$ cat src/rtl/hazard_ctrl.sv
// hazard_ctrl: forwarding selects, load-use / branch hazard detection and
// stall sequencing for the iterative mul/div unit and slow data memory.
module hazard_ctrl #(
    parameter int MD_CYCLES   = 32,
    parameter int MEM_TIMEOUT = 255
) (
    input  logic       clk,
    input  logic       rst,
    input  logic [4:0] rsD,
    input  logic [4:0] rtD,
    input  logic       branchD,
    input  logic       jrD,
    input  logic [4:0] rsE,
    input  logic [4:0] rtE,
    input  logic [4:0] writeRegAddrE,
    input  logic [4:0] writeRegAddrM,
    input  logic [4:0] writeRegAddrW,
    input  logic       Regfile_weE,
    input  logic       Regfile_weM,
    input  logic       Regfile_weW,
    input  logic       memToRegE,
    input  logic       memToRegM,
    input  logic       mdStartE,
    input  logic       memReqM,
    input  logic       dmemReady,
    output logic       forwardAD,
    output logic       forwardBD,
    output logic [1:0] forwardAE,
    output logic [1:0] forwardBE,
    output logic       stallF,
    output logic       stallD,
    output logic       stallE,
    output logic       stallM,
    output logic       flushE,
    output logic       flushM,
    output logic       flushW,
    output logic       mdGo,
    output logic       mdBusy,
    output logic       mdDone,
    output logic       memTimeout
);

    localparam int CW = $clog2(MD_CYCLES);
    localparam int WW = $clog2(MEM_TIMEOUT + 1);
    localparam logic [CW-1:0] CNT_INIT = CW'(MD_CYCLES - 1);
    localparam logic [WW-1:0] WAIT_MAX = WW'(MEM_TIMEOUT);

    typedef enum logic [1:0] {
        IDLE,
        MD_BUSY,
        MEM_WAIT
    } state_t;

    state_t        r_state;
    state_t        w_state_n;
    logic [CW-1:0] r_cnt;
    logic [CW-1:0] w_cnt_n;
    logic [WW-1:0] r_waitCnt;
    logic [WW-1:0] w_waitCnt_n;
    logic          r_memTimeout;

    logic [1:0] w_fwdAE;
    logic [1:0] w_fwdBE;
    logic       w_fwdAD;
    logic       w_fwdBD;
    logic       w_lwStall;
    logic       w_rsBr;
    logic       w_rtBr;
    logic       w_brStall;
    logic       w_hazard;
    logic       w_memWait;
    logic       w_hzStall;
    logic       w_mdStall;
    logic       w_memStall;
    logic       w_go;
    logic       w_busy;
    logic       w_done;
    logic       w_toHit;

    // Register 0 is hardwired, so it never creates a dependency.
    function automatic logic hit(input logic [4:0] a, input logic [4:0] b);
        return (b != 5'd0) && (a == b);
    endfunction

    always_comb begin
        w_fwdAE = 2'b00;
        if (Regfile_weM && hit(writeRegAddrM, rsE)) begin
            w_fwdAE = 2'b10;
        end else if (Regfile_weW && hit(writeRegAddrW, rsE)) begin
            w_fwdAE = 2'b01;
        end
    end

    always_comb begin
        w_fwdBE = 2'b00;
        if (Regfile_weM && hit(writeRegAddrM, rtE)) begin
            w_fwdBE = 2'b10;
        end else if (Regfile_weW && hit(writeRegAddrW, rtE)) begin
            w_fwdBE = 2'b01;
        end
    end

    assign w_fwdAD = Regfile_weM && hit(writeRegAddrM, rsD);
    assign w_fwdBD = Regfile_weM && hit(writeRegAddrM, rtD);

    assign w_lwStall = memToRegE &&
        (hit(writeRegAddrE, rsD) || hit(writeRegAddrE, rtD));

    // A load in M cannot be forwarded to the ID comparator in time.
    assign w_rsBr = (Regfile_weE && hit(writeRegAddrE, rsD)) ||
                    (memToRegM && hit(writeRegAddrM, rsD));
    assign w_rtBr = (Regfile_weE && hit(writeRegAddrE, rtD)) ||
                    (memToRegM && hit(writeRegAddrM, rtD));

    assign w_brStall = (branchD && (w_rsBr || w_rtBr)) || (jrD && w_rsBr);
    assign w_hazard  = w_lwStall || w_brStall;
    assign w_memWait = memReqM && !dmemReady;

    always_comb begin
        w_state_n   = r_state;
        w_cnt_n     = r_cnt;
        w_waitCnt_n = r_waitCnt;
        w_hzStall   = 1'b0;
        w_mdStall   = 1'b0;
        w_memStall  = 1'b0;
        w_go        = 1'b0;
        w_busy      = 1'b0;
        w_done      = 1'b0;
        w_toHit     = 1'b0;
        unique case (r_state)
            IDLE: begin
                if (w_memWait) begin
                    w_state_n   = MEM_WAIT;
                    w_waitCnt_n = WW'(1);
                    w_memStall  = 1'b1;
                end else if (mdStartE) begin
                    w_state_n = MD_BUSY;
                    w_cnt_n   = CNT_INIT;
                    w_go      = 1'b1;
                    w_mdStall = 1'b1;
                end else begin
                    w_hzStall = w_hazard;
                end
            end
            MD_BUSY: begin
                w_busy = 1'b1;
                if (r_cnt == '0) begin
                    w_done    = 1'b1;
                    w_state_n = IDLE;
                end else begin
                    w_cnt_n   = r_cnt - CW'(1);
                    w_mdStall = 1'b1;
                end
            end
            MEM_WAIT: begin
                if (dmemReady) begin
                    w_state_n = IDLE;
                end else begin
                    w_memStall = 1'b1;
                    w_toHit    = (r_waitCnt == WAIT_MAX);
                    if (r_waitCnt != WAIT_MAX) begin
                        w_waitCnt_n = r_waitCnt + WW'(1);
                    end
                end
            end
            default: begin
                w_state_n = IDLE;
            end
        endcase
    end

    always_ff @(posedge clk) begin
        if (!rst) begin
            r_state      <= IDLE;
            r_cnt        <= '0;
            r_waitCnt    <= '0;
            r_memTimeout <= 1'b0;
        end else begin
            r_state      <= w_state_n;
            r_cnt        <= w_cnt_n;
            r_waitCnt    <= w_waitCnt_n;
            r_memTimeout <= r_memTimeout | w_toHit;
        end
    end

    // Every output is held low while reset is asserted.
    assign forwardAD  = rst & w_fwdAD;
    assign forwardBD  = rst & w_fwdBD;
    assign forwardAE  = rst ? w_fwdAE : 2'b00;
    assign forwardBE  = rst ? w_fwdBE : 2'b00;
    assign stallF     = rst & (w_hzStall | w_mdStall | w_memStall);
    assign stallD     = rst & (w_hzStall | w_mdStall | w_memStall);
    assign stallE     = rst & (w_mdStall | w_memStall);
    assign stallM     = rst & w_memStall;
    assign flushE     = rst & w_hzStall;
    assign flushM     = rst & w_mdStall;
    assign flushW     = rst & w_memStall;
    assign mdGo       = rst & w_go;
    assign mdBusy     = rst & w_busy;
    assign mdDone     = rst & w_done;
    assign memTimeout = rst & (r_memTimeout | w_toHit);

endmodule

$ cat config.mk
export PLATFORM = sky130hd
export DESIGN_NAME = hazard_ctrl
export DESIGN_NICKNAME = d
export VERILOG_FILES = /design/src/rtl/hazard_ctrl.sv
export SDC_FILE = /design/constraint.sdc
export NUM_CORES = 1
export LEC_CHECK = 0
export ABC_AREA = 1
export ABC_CLOCK_PERIOD_IN_PS = 1900
export BUFFER_PORTS_ARGS = -buffer_cell sky130_fd_sc_hd__clkbuf_2
export CAP_MARGIN = 5
export CORE_MARGIN = 5
export CORE_UTILIZATION = 35
export CTS_BUF_LIST = sky130_fd_sc_hd__clkbuf_4 sky130_fd_sc_hd__clkbuf_8
export DETAILED_ROUTE_END_ITERATION = 6
export PLACE_DENSITY_LB_ADDON = 0.3
export SYNTH_ARGS = -nofsm -noshare
export SYNTH_HDL_FRONTEND = slang
export SYNTH_SLANG_ARGS = --single-unit
$ cat constraint.sdc
create_clock -name clk -period 1.9 [get_ports clk]
set_input_delay 0.095 -clock clk [delete_from_list [all_inputs] [get_ports clk]]
set_output_delay 0.095 -clock clk [all_outputs]
set_load 0.02 [all_outputs]
# == Word level (Yosys, flattened, before mapping) ==
# Index checks and enable logic that the tools add are counted.
# W data, S select, Z words.
# classes
n_addsub,2
eq_ne,21
mux,35
bitwise_logic,15
n_reduce_logical,40
# op_table
cell,n
$eq A5 B5 Y1,8
$mux W8,3
$logic_and A1 B1 Y1,22
$reduce_bool A5 Y1,4
$mux W1,16
$mux W2,8
$ne A2 B2 Y1 const B,8
$pmux W8 S2,1
$mux W5,3
$and A1 B1 Y1,11
$pmux W5 S2,1
$add A8 B1 Y8 const B,1
$eq A8 B8 Y1 const B,1
$ne A8 B8 Y1 const B,1
$reduce_and A4 Y1,2
$logic_or A1 B1 Y1,6
$pmux W2 S3,1
$logic_not A5 Y1,1
$sub A5 B1 Y5 const B,1
$or A1 B1 Y1,4
$pmux W1 S2,2
$reduce_bool A2 Y1,2
$ne A3 B3 Y1 const B,1
$reduce_and A3 Y1,1
4 further kinds,4
# totals
register_bits,16
input_bits,47
out_inout_bits,17
elab_cells,117

# == Depth between registers and ports, before layout ==
# Gate-level depths: netlist of the first run.
# logic_depth
depth_word,14
depth_mapped,15
mapped_depth_nobuf,13

# == Worst setup path before layout of the first run ==
# OpenSTA, ideal clock, no wires.
# synth_path
path_type,reg2out
start,reg r_cnt[0]
end,out stallF
arrival_time_ns,1.639
t_required_ns,1.805
slack_ns,0.166
stages_incl_launch_ff,9
n_path_buf,1
path_cell_list,dfxtp_1 inv_1 ha_1 nand3_1 nand2_1 a21oi_1 nor2_1 nand2_1 buf_4
# synth_via
elab_chain_cells,6
# synth_rtl
element,line_no,rtl
"start, declared",56,logic [CW-1:0] r_cnt;
"start signal, assigned",180,r_cnt <= w_cnt_n;
$logic_not A5 Y1,147,if (r_cnt == '0) begin
$mux W1,147,
$pmux W1 S2,130,unique case (r_state)
$or A1 B1 Y1 (2 in a row),--,
$and A1 B1 Y1,--,
"end, declared",30,"output logic stallF,"
# Every way passes these cells.

# == Final worst setup path of the first run ==
# layout_path
start,reg r_cnt[0]
end,out stallF
# layout_via
elab_chain_cells,6
# layout_rtl
element,line_no,rtl
$logic_not A5 Y1,147,
$mux W1,147,
$pmux W1 S2,130,
$or A1 B1 Y1 (2 in a row),191,assign stallF = rst & (w_hzStall | w_mdStall | w_memStall);
$and A1 B1 Y1,191,
# Every way passes these cells.

==> impl_metrics.py, run 1 <==
metrics = {
    "status": {
        "status": "finished clean",
    },
    "cells_and_area": {
        "drive_gt1_share_pct": 23.2,
        "syn_to_final_growth_pct": 25.8,
        "layout.cells.most_common_list": "clkbuf_2 (63), nand2_1 (58), inv_1 (47), nor2_1 (39), dfxtp_1 (16)",
        "final_nets": 384,
        "final_common_cell": "clkbuf_2",
        "num_antenna_cells": 0,
        "multiInputGateArea_sq_um": 1040,
        "final-seq-area_sq_um": 320,
        "nFillCells": 484,
    },
    "power_and_ir_drop": {
        "vdd.ir_drop.worst_v": 0.000235,
        "seq_power_share_pct": 37.3,
        "p_leak_uw": 0.00108,
        "intPower_uw": 657,
        "power_frac_comb_pct": 38.1,
        "power_frac_clock_pct": 24.6,
        "p_sw_share_pct": 35.5,
        "power-per-cell-area_nw_per_um2": 511,
        "p_switching_uw": 361,
    },
    "sta": {
        "fmax_mhz": 574,
        "hold_violations": 0,
        "tightest_slew_ps": 315,
        "tns_ps": 0,
        "slew_violations": 0,
        "hold_slack_ps": 163,
        "period_minus_slack_ps": 1740,
        "max_slew_margin_pct": 78.9,
        "clock_skew_ps": 0.714,
        "fin_crit_sh_pct": 91.6,
        "rsz0062_at_grt": "false",
        "setup_viol": 0,
    },
    "clock_tree": {
        "cts_tree": "yes",
        "htreeDepth": 1,
        "cts.clk_slew.worst_paths_ps": 60,
        "clk_path_buf_depth": 2,
        "cts_resized": 0,
        "worst_skew_pair.late_latency_ps": 250,
        "cts_root_buf": "clkbuf_8",
        "cts_setup_buffers": 0,
        "holdBufCountCts": 0,
        "clock_sinks": 16,
        "cts_inserted_buffers": 3,
    },
    "synth": {
        "synth.distinct_cells": 35,
        "netlist_top_cells_area": "dfxtp_1 (20%), nand2_1 (14%), inv_1 (11%), nor2_1 (9.2%), xnor2_1 (7.7%)",
        "ys.flop_type": "dfxtp_1",
        "synth_top_area_share_pct": 20.2,
        "yosys.area.top_type": "dfxtp_1",
        "synth_edf_count": 0,
        "synthCells": 269,
        "syn_nets": 319,
        "yosys_warnings": 0,
        "synth_area_sq_um": 1580,
        "synthArstFlopShare_pct": 0,
        "synth.ff_latch_count": 16,
        "ys_seq_area_share_pct": 20.2,
        "syn_avg_cell_area_sq_um": 5.89,
    },
    "global_routing": {
        "grt_pass1_wl_microns": 7310,
        "grt_usage_pct": 14.2,
        "grt-ovfl-total": 0,
        "grt_antenna_before_repair": 0,
        "grt_pass1_vias": 1744,
        "grt_max_degree": 10,
    },
    "worst_setup_path": {
        "crit_cells": 8,
        "cp-start-kind": "flop",
        "critPathBufInv": 2,
        "crit_type": "flop to output port",
        "slowest_stage": "dfxtp_1",
        "crit_top_cell": "nand2_1",
        "crit_path_max_incr_delay_ps": 360,
        "worstPathArrival_ps": 1650,
        "crit_chain": "inv_1, ha_1, nand3_1, nand2_1, a21oi_1, nor2_1, nand2_1, clkbuf_2",
        "crit_required_ps": 1800,
        "crit_family": "simple AND/OR/NAND/NOR gates",
        "reg2reg_depth": 10,
        "crit_path_end_kind": "output port",
        "crit_path_max_fanout": 4,
    },
    "worst_hold_path": {
        "hold_depth": 3,
        "min_path_type": "primary input to flop",
    },
    "floorplanning": {
        "core_area_sq_um": 4380,
        "fp.dieW_microns": 77.3,
        "die_area_sq_um": 5970,
        "rows": 24,
        "initial_core_util_pct": 36.1,
        "io_pins": 64,
        "die_y_microns": 77.3,
    },
    "detailed_routing": {
        "dr.pass1.iters": 4,
        "wl_per_cell_microns": 10.9,
        "drc": 0,
        "drt_wl_total_microns": 4200,
        "vias_per_cell": 4.70,
        "antenna_left": 0,
        "drt_iter0_markers": 43,
        "vias": 1804,
    },
    "placement": {
        "post-dp-hpwl_microns": 3640,
        "io_buffers": 63,
        "gp_congestion": 0.901,
    },
    "job": {
        "cap_viol_max_count": 0,
    },
}
==> kinds of logic (layout without fill, tap and decap cells) <==
| group | Yosys count | after routing | synth area share [%] |
|---|---|---|---|
| adder cells (fa/ha/maj) | 3 | 3 | 2.37 |
| XOR/XNOR | 22 | 22 | 12.2 |
| AND/OR/NAND/NOR | 137 | 137 | 37.7 |
| flip-flops | 16 | 16 | 20.2 |
| AO/OA/AOI/OAI | 36 | 36 | 13.7 |
| buffers and inverters | 55 | 118 | 13.8 |
==> power groups by stage <==
stage | Sequential, uW | Clock [uW] | Combinational (uW)
final | 380 | 250 | 388
after global routing | 382 | 270 | 442
after CTS | 379 | 254 | 391
after detailed placement | 386 | 0 | 388
after global placement | 385 | 0 | 383
after floorplan | 382 | 0 | 257
==> final cells by class <==
type	count	area share (%)
clock buffers	3	2.07
repair buffers	65	16.6
well taps	52	3.27
flip-flops and latches	16	16.1
inverters	50	9.55
multi-input cells	198	52.4
==> path summary, 6_finish.rpt <==
kind	startpoint	to	slack, ps
worst max-delay path	r_cnt[0]$_SDFFE_PN0P_	stallF	160
worst min-delay path	rst	r_waitCnt[0]$_SDFFE_PN0P_	160
worst max register to register	r_waitCnt[0]$_SDFFE_PN0P_	r_waitCnt[4]$_SDFFE_PN0P_	310
worst min register to register	r_memTimeout$_SDFF_PN0_	r_memTimeout$_SDFF_PN0_	470
==> cells in the mapped netlist, types with 2 or more instances <==
cell      count
nand2_1      58
inv_1        47
nor2_1       39
dfxtp_1      16
nand3_1      15
xnor2_1      14
a21oi_1       9
o21ai_0       9
nor3_1        8
xor2_1        8
a31oi_1       6
nand4_1       5
a211oi_1      3
ha_1          3
nand2_2       3
o22ai_1       3
a221oi_1      2
buf_4         2
clkbuf_2      2
nor2_2        2
==> layer usage <==
layer  wire, microns  track usage, %  share of wire (%)  vias to the layer above
met1            1870            18.3                 44                      769
met5               0               0                  0                        -
met2            2020            24.9                 48                       52
met3             275            1.99                6.5                        4
li1                -               -                  -                      979
met4              38            3.09               0.90                        0
==> registers in the layout (all words and copies together), names as in the netlist <==
| name | count |
|---|---|
| r_state | 2 |
| r_memTimeout | 1 |
| r_cnt | 5 |
| r_waitCnt | 8 |
==> worst min-delay path: stages <==
cell,delay [ps]
clkbuf_2,140
o21ai_0,90
a31oi_1,40
==> metrics by stage <==
stage / power, uW / util [%] / instance area [sq um] / worst slack, ps / instances
floorplan: 638 / - / 1580 / 166 / 269
global placement: 769 / 44.5 / 1950 / 414 / 381
detailed placement: 774 / 44.5 / 1950 / 320 / 381
CTS: 1020 / 45.4 / 1990 / 135 / 384
global route: 1090 / 45.4 / 1990 / 14.8 / 384
finish: 1020 / 45.4 / 1990 / 159 / 384
(Power assumes the default switching activity.)
==> run 2: changes to the inputs <==
PLACE_DENSITY = 0.63   (was not set)
PLACE_DENSITY_LB_ADDON = not set   (was 0.3)
==> run 2 against run 1 <==
  * Critical endpoint is now memTimeout
  * Flip-flop and latch count unchanged
  * Largest power group unchanged
  * Clock power barely moved
  * First-iteration DRC count rose by 37%
  * Die area stayed put
  * Highest routed layer unchanged
==> impl_metrics.py, run 2 (synthesis gave the netlist of run 1 again) <==
metrics = {
    "status": {
        "status": "finished clean",
    },
    "worst_hold_path": {
        "hold_depth": 3,
        "min_to": "r_waitCnt[0]$_SDFFE_PN0P_",
        "hold_start": "rst",
        "min_path_type": "primary input to flop",
    },
    "clock_tree": {
        "clock_sinks": 16,
        "cts_inserted_buffers": 3,
        "htreeDepth": 1,
        "clk_path_buf_depth": 2,
        "holdBufCountCts": 0,
        "cts_tree": "yes",
        "worst_skew_pair.late_latency_ps": 240,
        "cts_root_buf": "clkbuf_8",
        "cts.clk_slew.worst_paths_ps": 60,
    },
    "sta": {
        "period_minus_slack_ps": 1670,
        "fmax_mhz": 597,
        "slew_violations": 0,
        "layout_setup_ws_ps": 225,
        "max_slew_margin_pct": 78.0,
        "tns_ps": 0,
        "tightest_slew_ps": 327,
        "setup_viol": 0,
        "fin_crit_sh_pct": 88.2,
        "rsz0062_at_grt": "false",
        "hold_violations": 0,
        "clock_skew_ps": 0.633,
    },
    "placement": {
        "place_inst": 381,
        "io_buffers": 63,
        "gp_congestion": 0.865,
        "post-dp-hpwl_microns": 3600,
        "dpl_worst_slack_ps": 375,
    },
    "worst_setup_path": {
        "crit_required_ps": 1800,
        "rr_startpoint": "r_waitCnt[0]$_SDFFE_PN0P_",
        "worstPathArrival_ps": 1580,
        "reg2reg_slack_ps": 360,
        "reg2reg_depth": 11,
        "crit_path_max_fanout": 4,
        "rr_endpoint": "r_waitCnt[6]$_SDFFE_PN0P_",
        "cp-start-kind": "flop",
        "crit_path_end_kind": "output port",
        "crit_type": "flop to output port",
        "crit_start": "r_waitCnt[0]$_SDFFE_PN0P_",
    },
    "detailed_routing": {
        "vias_per_cell": 4.71,
        "drt_wl_total_microns": 4220,
        "dr.pass1.iters": 4,
        "drt_iter0_markers": 59,
        "drc": 0,
        "vias": 1809,
        "wl_per_cell_microns": 11.0,
        "antenna_left": 0,
    },
    "power_and_ir_drop": {
        "p_leak_uw": 0.00108,
        "power-per-cell-area_nw_per_um2": 508,
        "vdd.ir_drop.worst_v": 0.000172,
    },
    "global_routing": {
        "grt_max_degree": 11,
        "grt_antenna_before_repair": 0,
        "grt_pass1_vias": 1735,
        "grt_usage_pct": 14.7,
        "grt-ovfl-total": 0,
        "grt_pass1_wl_microns": 7440,
    },
    "cells_and_area": {
        "nFillCells": 487,
        "regMostFlops": "r_waitCnt",
        "final-seq-area_sq_um": 320,
        "multiInputGateArea_sq_um": 1050,
        "fin_util_pct": 45.5,
        "final_common_cell": "clkbuf_2",
        "syn_to_final_growth_pct": 26.0,
        "num_antenna_cells": 0,
        "drive_gt1_share_pct": 23.5,
        "final_nets": 384,
        "largest_reg_flops": 8,
        "final-instance-count-excl-fill": 384,
        "reg_top3": "r_waitCnt (8), r_cnt (5), r_state (2)",
        "layout.cells.most_common_list": "clkbuf_2 (63), nand2_1 (58), inv_1 (47), nor2_1 (39), dfxtp_1 (16)",
    },
    "floorplanning": {
        "initial_core_util_pct": 36.1,
        "io_pins": 64,
        "die_area_sq_um": 5970,
        "die_y_microns": 77.3,
        "fp.dieW_microns": 77.3,
        "core_area_sq_um": 4380,
        "rows": 24,
    },
    "job": {
        "cap_viol_max_count": 0,
    },
}
[run 2: critical path, stage by stage (launching register included)]
cell and delay, ps:
dfxtp_1 370, ha_1 190, nand2_2 80, nor2_2 100
nand3_1 70, nor2_1 120, a31oi_1 110, nor2_1 110
clkbuf_2 190
[run 2: what timing repair did]
item,CTS,global route
endpoints found under the setup margin,0,2
setup buffers,0,0
gates resized for setup,0,1
[run 2: worst max-delay path by stage]
stage | slack (ps) | cells after the start | endpoint
2_1_floorplan | 170 | 8 | stallF
3_3_place_gp | 410 | 11 | r_waitCnt[6]$_SDFFE_PN0P_
3_5_place_dp | 380 | 11 | r_waitCnt[6]$_SDFFE_PN0P_
4_1_cts | 150 | 8 | stallD
5_1_grt | 30 | 7 | stallD
6_report | 230 | 8 | memTimeout
[run 2: layout make-up]
class | count | share of cell area, %
Sequential cell | 16 | 16.1
Multi-Input combinational cell | 198 | 52.5
Tap cell | 52 | 3.26
Timing Repair Buffer | 65 | 16.6
Clock buffer | 3 | 2.07
Inverter | 50 | 9.53
[run 2: per-layer routing]
layer	global-route usage, %	share of wire (%)	up-vias
met1	18.3	45	787
met3	2.93	5.1	4
met5	0	0	-
met4	3.61	0.73	0
met2	25.6	49	39
li1	-	-	979
[run 2: metrics by stage]
stage | hold WS (ps) | area, sq um | total power [uW]
floorplan | 233 | 1580 | 638
global placement | 424 | 1950 | 769
detailed placement | 431 | 1950 | 774
CTS | 172 | 1990 | 1020
global route | 213 | 2000 | 1100
finish | 184 | 2000 | 1010
[run 2: power by group]
part           switching, uW  leakage (uW)  internal [uW]
Sequential              19.3      0.000131            360
Clock                    107     0.0000216            140
Combinational            231      0.000928            156
==> run 3: changes to the inputs <==
CTS_CLUSTER_SIZE = 25   (was not set)
RECOVER_POWER = 100   (was not set)
==> run 3 against run 2 <==
  * Global-route usage did not move
  * Utilization shrank 0.68 points
  * Fmax fell by 0.97%
  * Routed wire length increased by 0.50%
  * Critical path depth did not move
  * Clock skew is essentially flat
==> impl_metrics.py, run 3 (synthesis gave the netlist of run 1 again) <==
metrics = {
    "detailed_routing": {
        "wl_per_cell_microns": 11.0,
        "drt_iter0_markers": 59,
        "vias_per_cell": 4.72,
        "drt_wl_total_microns": 4240,
        "antenna_left": 0,
        "dr.pass1.iters": 5,
        "drc": 0,
        "vias": 1813,
    },
    "sta": {
        "fin_crit_sh_pct": 89.0,
        "tns_ps": 0,
        "tightest_slew_ps": 356,
        "rsz0062_at_grt": "false",
        "hold_violations": 0,
        "setup_viol": 0,
        "period_minus_slack_ps": 1690,
        "clock_skew_ps": 1.13,
        "slew_violations": 0,
        "fmax_mhz": 591,
        "max_slew_margin_pct": 76.3,
    },
    "floorplanning": {
        "fp.dieW_microns": 77.3,
        "die_y_microns": 77.3,
        "rows": 24,
        "initial_core_util_pct": 36.1,
        "core_area_sq_um": 4380,
        "io_pins": 64,
        "die_area_sq_um": 5970,
    },
    "placement": {
        "io_buffers": 63,
        "gp_congestion": 0.865,
        "post-dp-hpwl_microns": 3600,
    },
    "clock_tree": {
        "holdBufCountCts": 0,
        "cts_root_buf": "clkbuf_8",
        "cts_resized": 0,
        "clock_sinks": 16,
        "clk_path_buf_depth": 2,
        "cts_inserted_buffers": 3,
        "worst_skew_pair.late_latency_ps": 240,
        "cts.clk_slew.worst_paths_ps": 60,
        "cts_tree": "yes",
        "cts_setup_buffers": 0,
        "htreeDepth": 1,
    },
    "global_routing": {
        "grt-ovfl-total": 0,
        "grt_pass1_vias": 1735,
        "grt_usage_pct": 14.7,
        "grt_antenna_before_repair": 0,
        "grt_pass1_wl_microns": 7440,
        "grt_max_degree": 11,
    },
    "worst_setup_path": {
        "rr_endpoint": "r_waitCnt[7]$_SDFFE_PN0P_",
        "crit_top_cell": "nor2_1",
        "cp-start-kind": "flop",
        "crit_path_max_incr_delay_ps": 370,
        "crit_type": "flop to output port",
        "crit_family": "simple AND/OR/NAND/NOR gates",
        "worstPathArrival_ps": 1600,
        "crit_required_ps": 1800,
        "critPathBufInv": 1,
        "reg2reg_depth": 12,
        "crit_path_max_fanout": 4,
        "slowest_stage": "dfxtp_1",
        "rr_startpoint": "r_waitCnt[0]$_SDFFE_PN0P_",
        "reg2reg_slack_ps": 340,
        "crit_path_end_kind": "output port",
        "crit_cells": 8,
        "crit_chain": "ha_1, nand2_1, nor2_2, nand3_1, nor2_1, a31oi_1, nor2_1, clkbuf_2",
    },
    "job": {
        "cap_viol_max_count": 0,
    },
    "power_and_ir_drop": {
        "vdd.ir_drop.worst_v": 0.000171,
        "finalPower_uw": 1010,
        "p_leak_uw": 0.00104,
        "power-per-cell-area_nw_per_um2": 513,
    },
    "worst_hold_path": {
        "hold_depth": 3,
        "min_path_type": "primary input to flop",
        "min_to": "r_waitCnt[0]$_SDFFE_PN0P_",
        "hold_start": "rst",
    },
    "cells_and_area": {
        "layout.cells.most_common_list": "nand2_1 (60), clkbuf_2 (52), inv_1 (47), nor2_1 (40), dfxtp_1 (16)",
        "final_nets": 384,
        "largest_reg_flops": 8,
        "syn_to_final_growth_pct": 24.1,
        "regMostFlops": "r_waitCnt",
        "nFillCells": 490,
        "drive_gt1_share_pct": 19.0,
        "num_antenna_cells": 0,
        "reg_top3": "r_waitCnt (8), r_cnt (5), r_state (2)",
        "final_common_cell": "nand2_1",
    },
    "status": {
        "status": "finished clean",
    },
}
## run 3: area by class of cell
cell class	instances	area [sq um]	area share (%)
Multi-Input combinational cell	198	1040	52.7
Sequential cell	16	320	16.3
Timing Repair Buffer	65	313	15.9
Inverter	50	190	9.68
Tap cell	52	65.1	3.31
Clock buffer	3	41.3	2.10
## run 3: worst max-delay path by stage
stage / start / endpoint
after global placement: r_waitCnt[0]$_SDFFE_PN0P_ / r_waitCnt[6]$_SDFFE_PN0P_
after CTS: r_cnt[0]$_SDFFE_PN0P_ / stallD
after global routing: r_waitCnt[0]$_SDFFE_PN0P_ / memTimeout
final: r_waitCnt[0]$_SDFFE_PN0P_ / memTimeout
after floorplan: r_cnt[0]$_SDFFE_PN0P_ / stallF
after detailed placement: r_waitCnt[0]$_SDFFE_PN0P_ / r_waitCnt[6]$_SDFFE_PN0P_
## run 3: worst register-to-register path, cell delays in order, from the launching register on
cell and delay (ps):
dfxtp_1 370, ha_1 180, nand2_1 90, nor2_2 110, nand3_1 70, nor2_1 120, nand2_1 100, nand2_4 110
nor2_1 70, nand3_1 80, nand2_1 60, nand2_1 50, nor2_1 40
## run 3: power breakdown
part	internal [uW]	switching, uW
logic	153	229
registers	360	19.4
clock network	140	107
## run 3: layer usage
layer	global-route usage [%]	up-vias	share of wire [%]
li1	-	979	-
met1	18.3	793	45
met2	25.6	39	49
met3	2.93	2	5.2
met4	3.61	0	0.54
met5	0	-	0
## run 3: stage by stage
stage	hold slack, ps	cell area (sq um)	setup WS [ps]	instances	util [%]
detailed placement	431	1950	375	381	44.5
global route	213	1970	15.0	384	44.8
global placement	424	1950	413	381	44.5
finish	183	1970	209	384	44.8
floorplan	233	1580	166	269	-
CTS	172	1990	152	384	45.4
